File: src/rtl/uart_pkg.sv
`timescale 1ns/1ps
// Shared UART transmitter types and helpers.
//   uart_tx_state_t : frame sequencer states
//   calc_div()      : clk cycles per serial bit (integer truncation)
package uart_pkg;

    typedef enum logic [1:0] {
        IDLE  = 2'd0,
        START = 2'd1,
        DATA  = 2'd2,
        STOP  = 2'd3
    } uart_tx_state_t;

    function automatic int unsigned calc_div(input int unsigned clk_freq,
                                             input int unsigned baud_rate);
        return clk_freq / baud_rate;
    endfunction

endpackage

File: src/rtl/uart_tx_fifo_if.sv
`timescale 1ns/1ps
// Pop-side handshake between the UART transmitter and its upstream FIFO.
//   fifo_empty : FIFO has nothing to send
//   fifo_rdata : head-of-FIFO data, valid in the cycle fifo_rd_en is high
//   fifo_rd_en : pop strobe from the transmitter
// master = transmitter (consumer), slave = FIFO (provider).
interface uart_tx_fifo_if #(
    parameter int unsigned DATA_WIDTH = 8
);
    logic                  fifo_empty;
    logic [DATA_WIDTH-1:0] fifo_rdata;
    logic                  fifo_rd_en;

    modport master (
        input  fifo_empty,
        input  fifo_rdata,
        output fifo_rd_en
    );

    modport slave (
        output fifo_empty,
        output fifo_rdata,
        input  fifo_rd_en
    );
endinterface

File: src/rtl/baud_tick_gen.sv
`timescale 1ns/1ps
// Baud counter: counts 0..DIV-1 and flags the last cycle of every bit period.
//   clk, reset : clock, async active-high reset
//   clear      : hold the counter at 0 (idle line)
//   tick       : high while the count sits at DIV-1
module baud_tick_gen #(
    parameter int unsigned DIV = 10
) (
    input  logic clk,
    input  logic reset,
    input  logic clear,
    output logic tick
);
    localparam int unsigned CNT_W = (DIV > 1) ? $clog2(DIV) : 1;
    localparam logic [CNT_W-1:0] LAST = CNT_W'(DIV - 1);

    logic [CNT_W-1:0] cnt;

    // Wraps at DIV-1 so consecutive bit periods need no restart.
    always_ff @(posedge clk or posedge reset) begin
        if (reset) begin
            cnt <= '0;
        end else if (clear || (cnt == LAST)) begin
            cnt <= '0;
        end else begin
            cnt <= cnt + CNT_W'(1);
        end
    end

    assign tick = (cnt == LAST) & ~clear;

endmodule

File: src/rtl/uart_tx_fifo.sv
`timescale 1ns/1ps
// UART transmitter that pulls bytes straight from an upstream FIFO.
// Frame: start bit (0), DATA_WIDTH data bits LSB first, one stop bit (1).
//   clk, reset : clock, async active-high reset
//   fifo       : pop handshake to the upstream FIFO (master side)
//   tx         : serial line, idle high, registered
//   busy       : frame in progress
//   tx_done    : high on the last cycle of the stop bit
module uart_tx_fifo
    import uart_pkg::*;
#(
    parameter int unsigned CLK_FREQ   = 100_000_000,
    parameter int unsigned BAUD_RATE  = 9600,
    parameter int unsigned DATA_WIDTH = 8
) (
    input  logic           clk,
    input  logic           reset,
    uart_tx_fifo_if.master fifo,
    output logic           tx,
    output logic           busy,
    output logic           tx_done
);
    localparam int unsigned DIV       = calc_div(CLK_FREQ, BAUD_RATE);
    localparam int unsigned BIT_CNT_W = $clog2(DATA_WIDTH + 1);
    localparam logic [BIT_CNT_W-1:0] LAST_BIT = BIT_CNT_W'(DATA_WIDTH - 1);

    if (DIV < 2) begin : g_div_check
        $error("uart_tx_fifo: CLK_FREQ / BAUD_RATE must be at least 2");
    end

    uart_tx_state_t        state;
    logic [DATA_WIDTH-1:0] shift_reg;
    logic [DATA_WIDTH-1:0] shift_next;
    logic [BIT_CNT_W-1:0]  bit_cnt;
    logic                  baud_clear;
    logic                  baud_tick;

    assign shift_next = shift_reg >> 1;

    // Counter is parked at 0 while idle, so each frame starts on a fresh period.
    assign baud_clear = (state == IDLE);

    baud_tick_gen #(
        .DIV (DIV)
    ) u_baud_tick_gen (
        .clk   (clk),
        .reset (reset),
        .clear (baud_clear),
        .tick  (baud_tick)
    );

    // Pop only from IDLE; gated by reset so it drops the instant reset rises.
    assign fifo.fifo_rd_en = (state == IDLE) & ~fifo.fifo_empty & ~reset;

    // Last stop-bit cycle; both terms come straight from flops.
    assign tx_done = (state == STOP) & baud_tick;

    // Frame sequencer with registered tx/busy.
    always_ff @(posedge clk or posedge reset) begin
        if (reset) begin
            state     <= IDLE;
            shift_reg <= '0;
            bit_cnt   <= '0;
            tx        <= 1'b1;
            busy      <= 1'b0;
        end else begin
            case (state)
                IDLE: begin
                    if (fifo.fifo_rd_en) begin
                        shift_reg <= fifo.fifo_rdata;
                        bit_cnt   <= '0;
                        tx        <= 1'b0;
                        busy      <= 1'b1;
                        state     <= START;
                    end
                end
                START: begin
                    if (baud_tick) begin
                        tx    <= shift_reg[0];
                        state <= DATA;
                    end
                end
                DATA: begin
                    if (baud_tick) begin
                        shift_reg <= shift_next;
                        if (bit_cnt == LAST_BIT) begin
                            bit_cnt <= '0;
                            tx      <= 1'b1;
                            state   <= STOP;
                        end else begin
                            bit_cnt <= bit_cnt + BIT_CNT_W'(1);
                            tx      <= shift_next[0];
                        end
                    end
                end
                STOP: begin
                    if (baud_tick) begin
                        busy  <= 1'b0;
                        state <= IDLE;
                    end
                end
                default: begin
                    tx    <= 1'b1;
                    busy  <= 1'b0;
                    state <= IDLE;
                end
            endcase
        end
    end

endmodule

File: src/flat_wrapper.sv
// flat-port wrapper written by rule: the top's interface ports become plain ports
module uart_tx_fifo_flat import uart_pkg::*;
#(
    parameter int unsigned CLK_FREQ   = 100_000_000,
    parameter int unsigned BAUD_RATE  = 9600,
    parameter int unsigned DATA_WIDTH = 8
)
  (clk, reset, tx, busy, tx_done, fifo_fifo_empty, fifo_fifo_rdata, fifo_fifo_rd_en);
  uart_tx_fifo_if #(.DATA_WIDTH(DATA_WIDTH)) fifo_i ();
  input  logic clk;
  input  logic reset;
  output logic tx;
  output logic busy;
  output logic tx_done;
  input wire logic [$bits(fifo_i.fifo_empty)-1:0] fifo_fifo_empty;
  input wire logic [$bits(fifo_i.fifo_rdata)-1:0] fifo_fifo_rdata;
  output wire logic [$bits(fifo_i.fifo_rd_en)-1:0] fifo_fifo_rd_en;
  assign fifo_i.fifo_empty = fifo_fifo_empty;
  assign fifo_i.fifo_rdata = fifo_fifo_rdata;
  assign fifo_fifo_rd_en = fifo_i.fifo_rd_en;
  uart_tx_fifo #(.CLK_FREQ(CLK_FREQ), .BAUD_RATE(BAUD_RATE), .DATA_WIDTH(DATA_WIDTH)) u_core (.clk(clk), .reset(reset), .fifo(fifo_i), .tx(tx), .busy(busy), .tx_done(tx_done));
endmodule
File: config.mk
export PLATFORM = sky130hd
export DESIGN_NAME = uart_tx_fifo_flat
export DESIGN_NICKNAME = d
export VERILOG_FILES = /design/src/rtl/uart_pkg.sv /design/src/rtl/uart_tx_fifo_if.sv /design/src/rtl/baud_tick_gen.sv /design/src/rtl/uart_tx_fifo.sv /design/src/flat_wrapper.sv
export SDC_FILE = /design/constraint.sdc
export NUM_CORES = 1
export LEC_CHECK = 0
export BUFFER_PORTS_ARGS = -buffer_cell sky130_fd_sc_hd__buf_2
export CORE_AREA = 3 3 63 65
export DETAILED_ROUTE_END_ITERATION = 10
export DIE_AREA = 0 0 66 68
export PLACE_DENSITY = 0.7
export RECOVER_POWER = 100
export SETUP_SLACK_MARGIN = 0.4
export SKIP_CTS_REPAIR_TIMING = 1
export SLEW_MARGIN = 0
export SYNTH_ARGS = -nofsm -noshare
export SYNTH_HDL_FRONTEND = slang
export SYNTH_SLANG_ARGS = --single-unit
File: constraint.sdc
create_clock -name clk -period 2.6 [get_ports clk]
set_input_delay 0.39 -clock clk [delete_from_list [all_inputs] [get_ports clk]]
set_output_delay 0.39 -clock clk [all_outputs]
set_load 0.05 [all_outputs]
==> flow_metrics.tcl <==
set metrics [dict create \
    status "finished, final reports clean" \
    worst_pin_slew_ns 0.852 \
    drive_above_1_share 0.234 \
    rows 21 \
    max-slew-margin-rel 0.432 \
    critical_path_class "reg2reg" \
    synth_warnings 0 \
    post-route-drc-count 0 \
    worstReg2RegEnd "u_core.shift_reg[4]$_DFFE_PP0P_" \
    numCtsBuffers 5 \
    die_w_um 66 \
    syn_inst 156 \
    period_minus_slack_ns 2.26 \
    finalSetupViolations 0 \
    fin_tns_setup_ns 0 \
    core_sq_mm 0.00339 \
    hold_viol 0 \
    required_ns 2.82 \
    regToRegSetupSlack_ns 0.34 \
    skew_ns 0.0131 \
    yosys.area.top_type "dfrtp_1" \
    max-cap-violations 0 \
    antenna_found_initial 0 \
    routed_wl_mm 3.36 \
    cts_max_path_buffers 2 \
    fin_crit_sh 0.868 \
    vias 1259 \
    cts_tree "done" \
    antenna_left 0 \
    p_per_area_mw_per_mm2 470 \
    ff2ff_path_depth 6 \
    peakVddDrop_uv 296 \
    synth-seq-cells 30 \
    synth.distinct_cells 38 \
    end_kind "flop" \
    fin_cells 230 \
    die_y_um 68 \
    r2r_start "u_core.state[0]$_DFFE_PP0P_" \
    htree_levels 2 \
    synth_area_sq_mm 0.00165 \
    fmaxAchievable_mhz 443 \
    largest_register_ffs 14 \
    dpl-instance-area_sq_mm 0.00178 \
    slew_violations 0 \
    grt_pass1_wl_mm 5.50 \
    hp-class "in2async" \
    avgViaCountPerCell 5.47 \
    syn_nets 174 \
    yosys-top-cells-area "dfrtp_1, mux2_4, mux2_2, ha_1, nor2_1" \
    firstDrtPassIters 4 \
    cts_root_buf "clkbuf_4" \
    gp_congestion 0.901 \
    clock_latency_ns 0.34 \
    wl_per_cell_um 14.6 \
    nNetsFinal 201 \
    fp.dieArea_sq_mm 0.00449 \
    grt_pass1_vias 1217 \
    place_inst 215 \
    worst_ep_arrival_time_ns 2.47 \
    io_pins 15 \
    antennaDiodeCount 0 \
    dr.first_iter.drc_count 60 \
    clkSinkCount 30 \
    dp_hpwl_mm 2.30 \
    grt_max_degree 17 \
    rsz0062_at_grt "yes" \
    final_core_util 0.563 \
    grt.overflow.total 0 \
    portBuffers 14 \
    power_uw 897 \
    synth_area_per_cell_sq_um 10.6 \
    p_leak_nw 0.877 \
    design_area_sq_mm 0.00191 \
    synth_seq_area_share 0.456 \
    path_clk_slew_ns 0.10 \
    grt_util_all_layers 0.165 \
    synth_top_area_frac 0.440 \
    crit_fanout 13 \
    start_kind "flop" \
    start_util 0.486 \
    area_delta_synth_final_pct 15.8 \
]
==> through the flow <==
step	hold slack, ns	worst slack, ns
2_1_floorplan	0.438	0.612
3_3_place_gp	0.456	0.594
3_5_place_dp	0.472	0.497
4_1_cts	0.109	0.146
5_1_grt	0.142	0.207
6_report	0.0852	0.343
==> routing by layer <==
metal / wire, um / global-route usage / up-vias
li1: - / - / 606
met1: 1480 / 0.190 / 623
met2: 1700 / 0.278 / 21
met3: 103 / 0.0411 / 9
met4: 76 / 0.0964 / 0
met5: 0 / 0 / -
==> worst max-delay path, stage by stage (launching register included) <==
cell and delay, ns:
dfrtp_1 0.39, inv_1 0.16, ha_1 0.23, buf_4 0.21, clkinv_1 0.23, mux2_1 0.54, mux2_1 0.37
==> area by class of cell <==
| cell class | instances | area (sq um) |
|---|---|---|
| repair buffers | 24 | 136 |
| flip-flops and latches | 30 | 753 |
| clock buffers | 7 | 55.1 |
| fillers | 298 | 1480 |
| well taps | 46 | 57.6 |
| inverters | 8 | 32.5 |
| clock inverters | 1 | 30.0 |
| multi-input cells | 114 | 843 |
==> worst max-delay path by stage <==
stage,from,end,slack (ns),depth (start not counted)
after floorplan,u_core.state[0]$_DFFE_PP0P_,tx_done,0.61,6
after global placement,u_core.state[0]$_DFFE_PP0P_,u_core.shift_reg[6]$_DFFE_PP0P_,0.59,6
after detailed placement,u_core.state[0]$_DFFE_PP0P_,u_core.shift_reg[4]$_DFFE_PP0P_,0.50,6
after CTS,u_core.state[1]$_DFFE_PP0P_,fifo_fifo_rd_en,0.15,5
after global routing,u_core.u_baud_tick_gen.cnt[4]$_DFF_PP0_,tx_done,0.21,4
final,u_core.state[0]$_DFFE_PP0P_,u_core.shift_reg[4]$_DFFE_PP0P_,0.34,6
==> kinds of logic (layout without fill, tap and decap cells) <==
group,count (synthesis),after routing,synth area share
buf+inv,12,40,0.0281
compound gates,20,20,0.0805
mux,18,18,0.140
simple gates,59,59,0.188
flops,30,30,0.456
fa+ha+maj,7,7,0.0531
xor+xnor,10,10,0.0531
==> synthesized netlist by cell type, drive strengths merged <==
| library cell | n |
|---|---|
| nor4 | 3 |
| o22ai | 1 |
| clkbuf | 3 |
| clkinv | 1 |
| xnor2 | 5 |
| dfstp | 1 |
| dfrtp | 29 |
| a2bb2oi | 1 |
| buf | 1 |
| nand3 | 7 |
| a41o | 1 |
| nand2 | 13 |
| mux2 | 17 |
| or4 | 1 |
| nor4b | 1 |
| o21ai | 6 |
| a21o | 2 |
| nor2 | 15 |
| nand2b | 1 |
| a21oi | 3 |
| and4bb | 1 |
| xor2 | 5 |
| inv | 7 |
| and2 | 1 |
| mux2i | 1 |
| and3b | 2 |
| or3b | 1 |
| o31ai | 3 |
| nand3b | 1 |
| ha | 7 |
| nand4 | 2 |
| or3 | 1 |
| a21boi | 2 |
| and3 | 5 |
| a311o | 1 |
| nor3 | 4 |
==> where the power goes <==
group | switching (mW) | internal [mW]
combinational | 0.0143 | 0.0125
sequential | 0.00312 | 0.472
clock | 0.166 | 0.230
==> cell usage in the layout, fill, tap and decap left out, drive strengths merged, types with 2 or more instances in the layout <==
cell type	n
a21boi	2
a21o	2
a21oi	3
and3	5
and3b	2
buf	16
clkbuf	15
dfrtp	29
ha	7
inv	7
mux2	17
nand2	13
nand3	7
nand4	2
nor2	15
nor3	4
nor4	3
o21ai	6
o31ai	3
xnor2	5
xor2	5
Power figures use the tool's default switching activity.
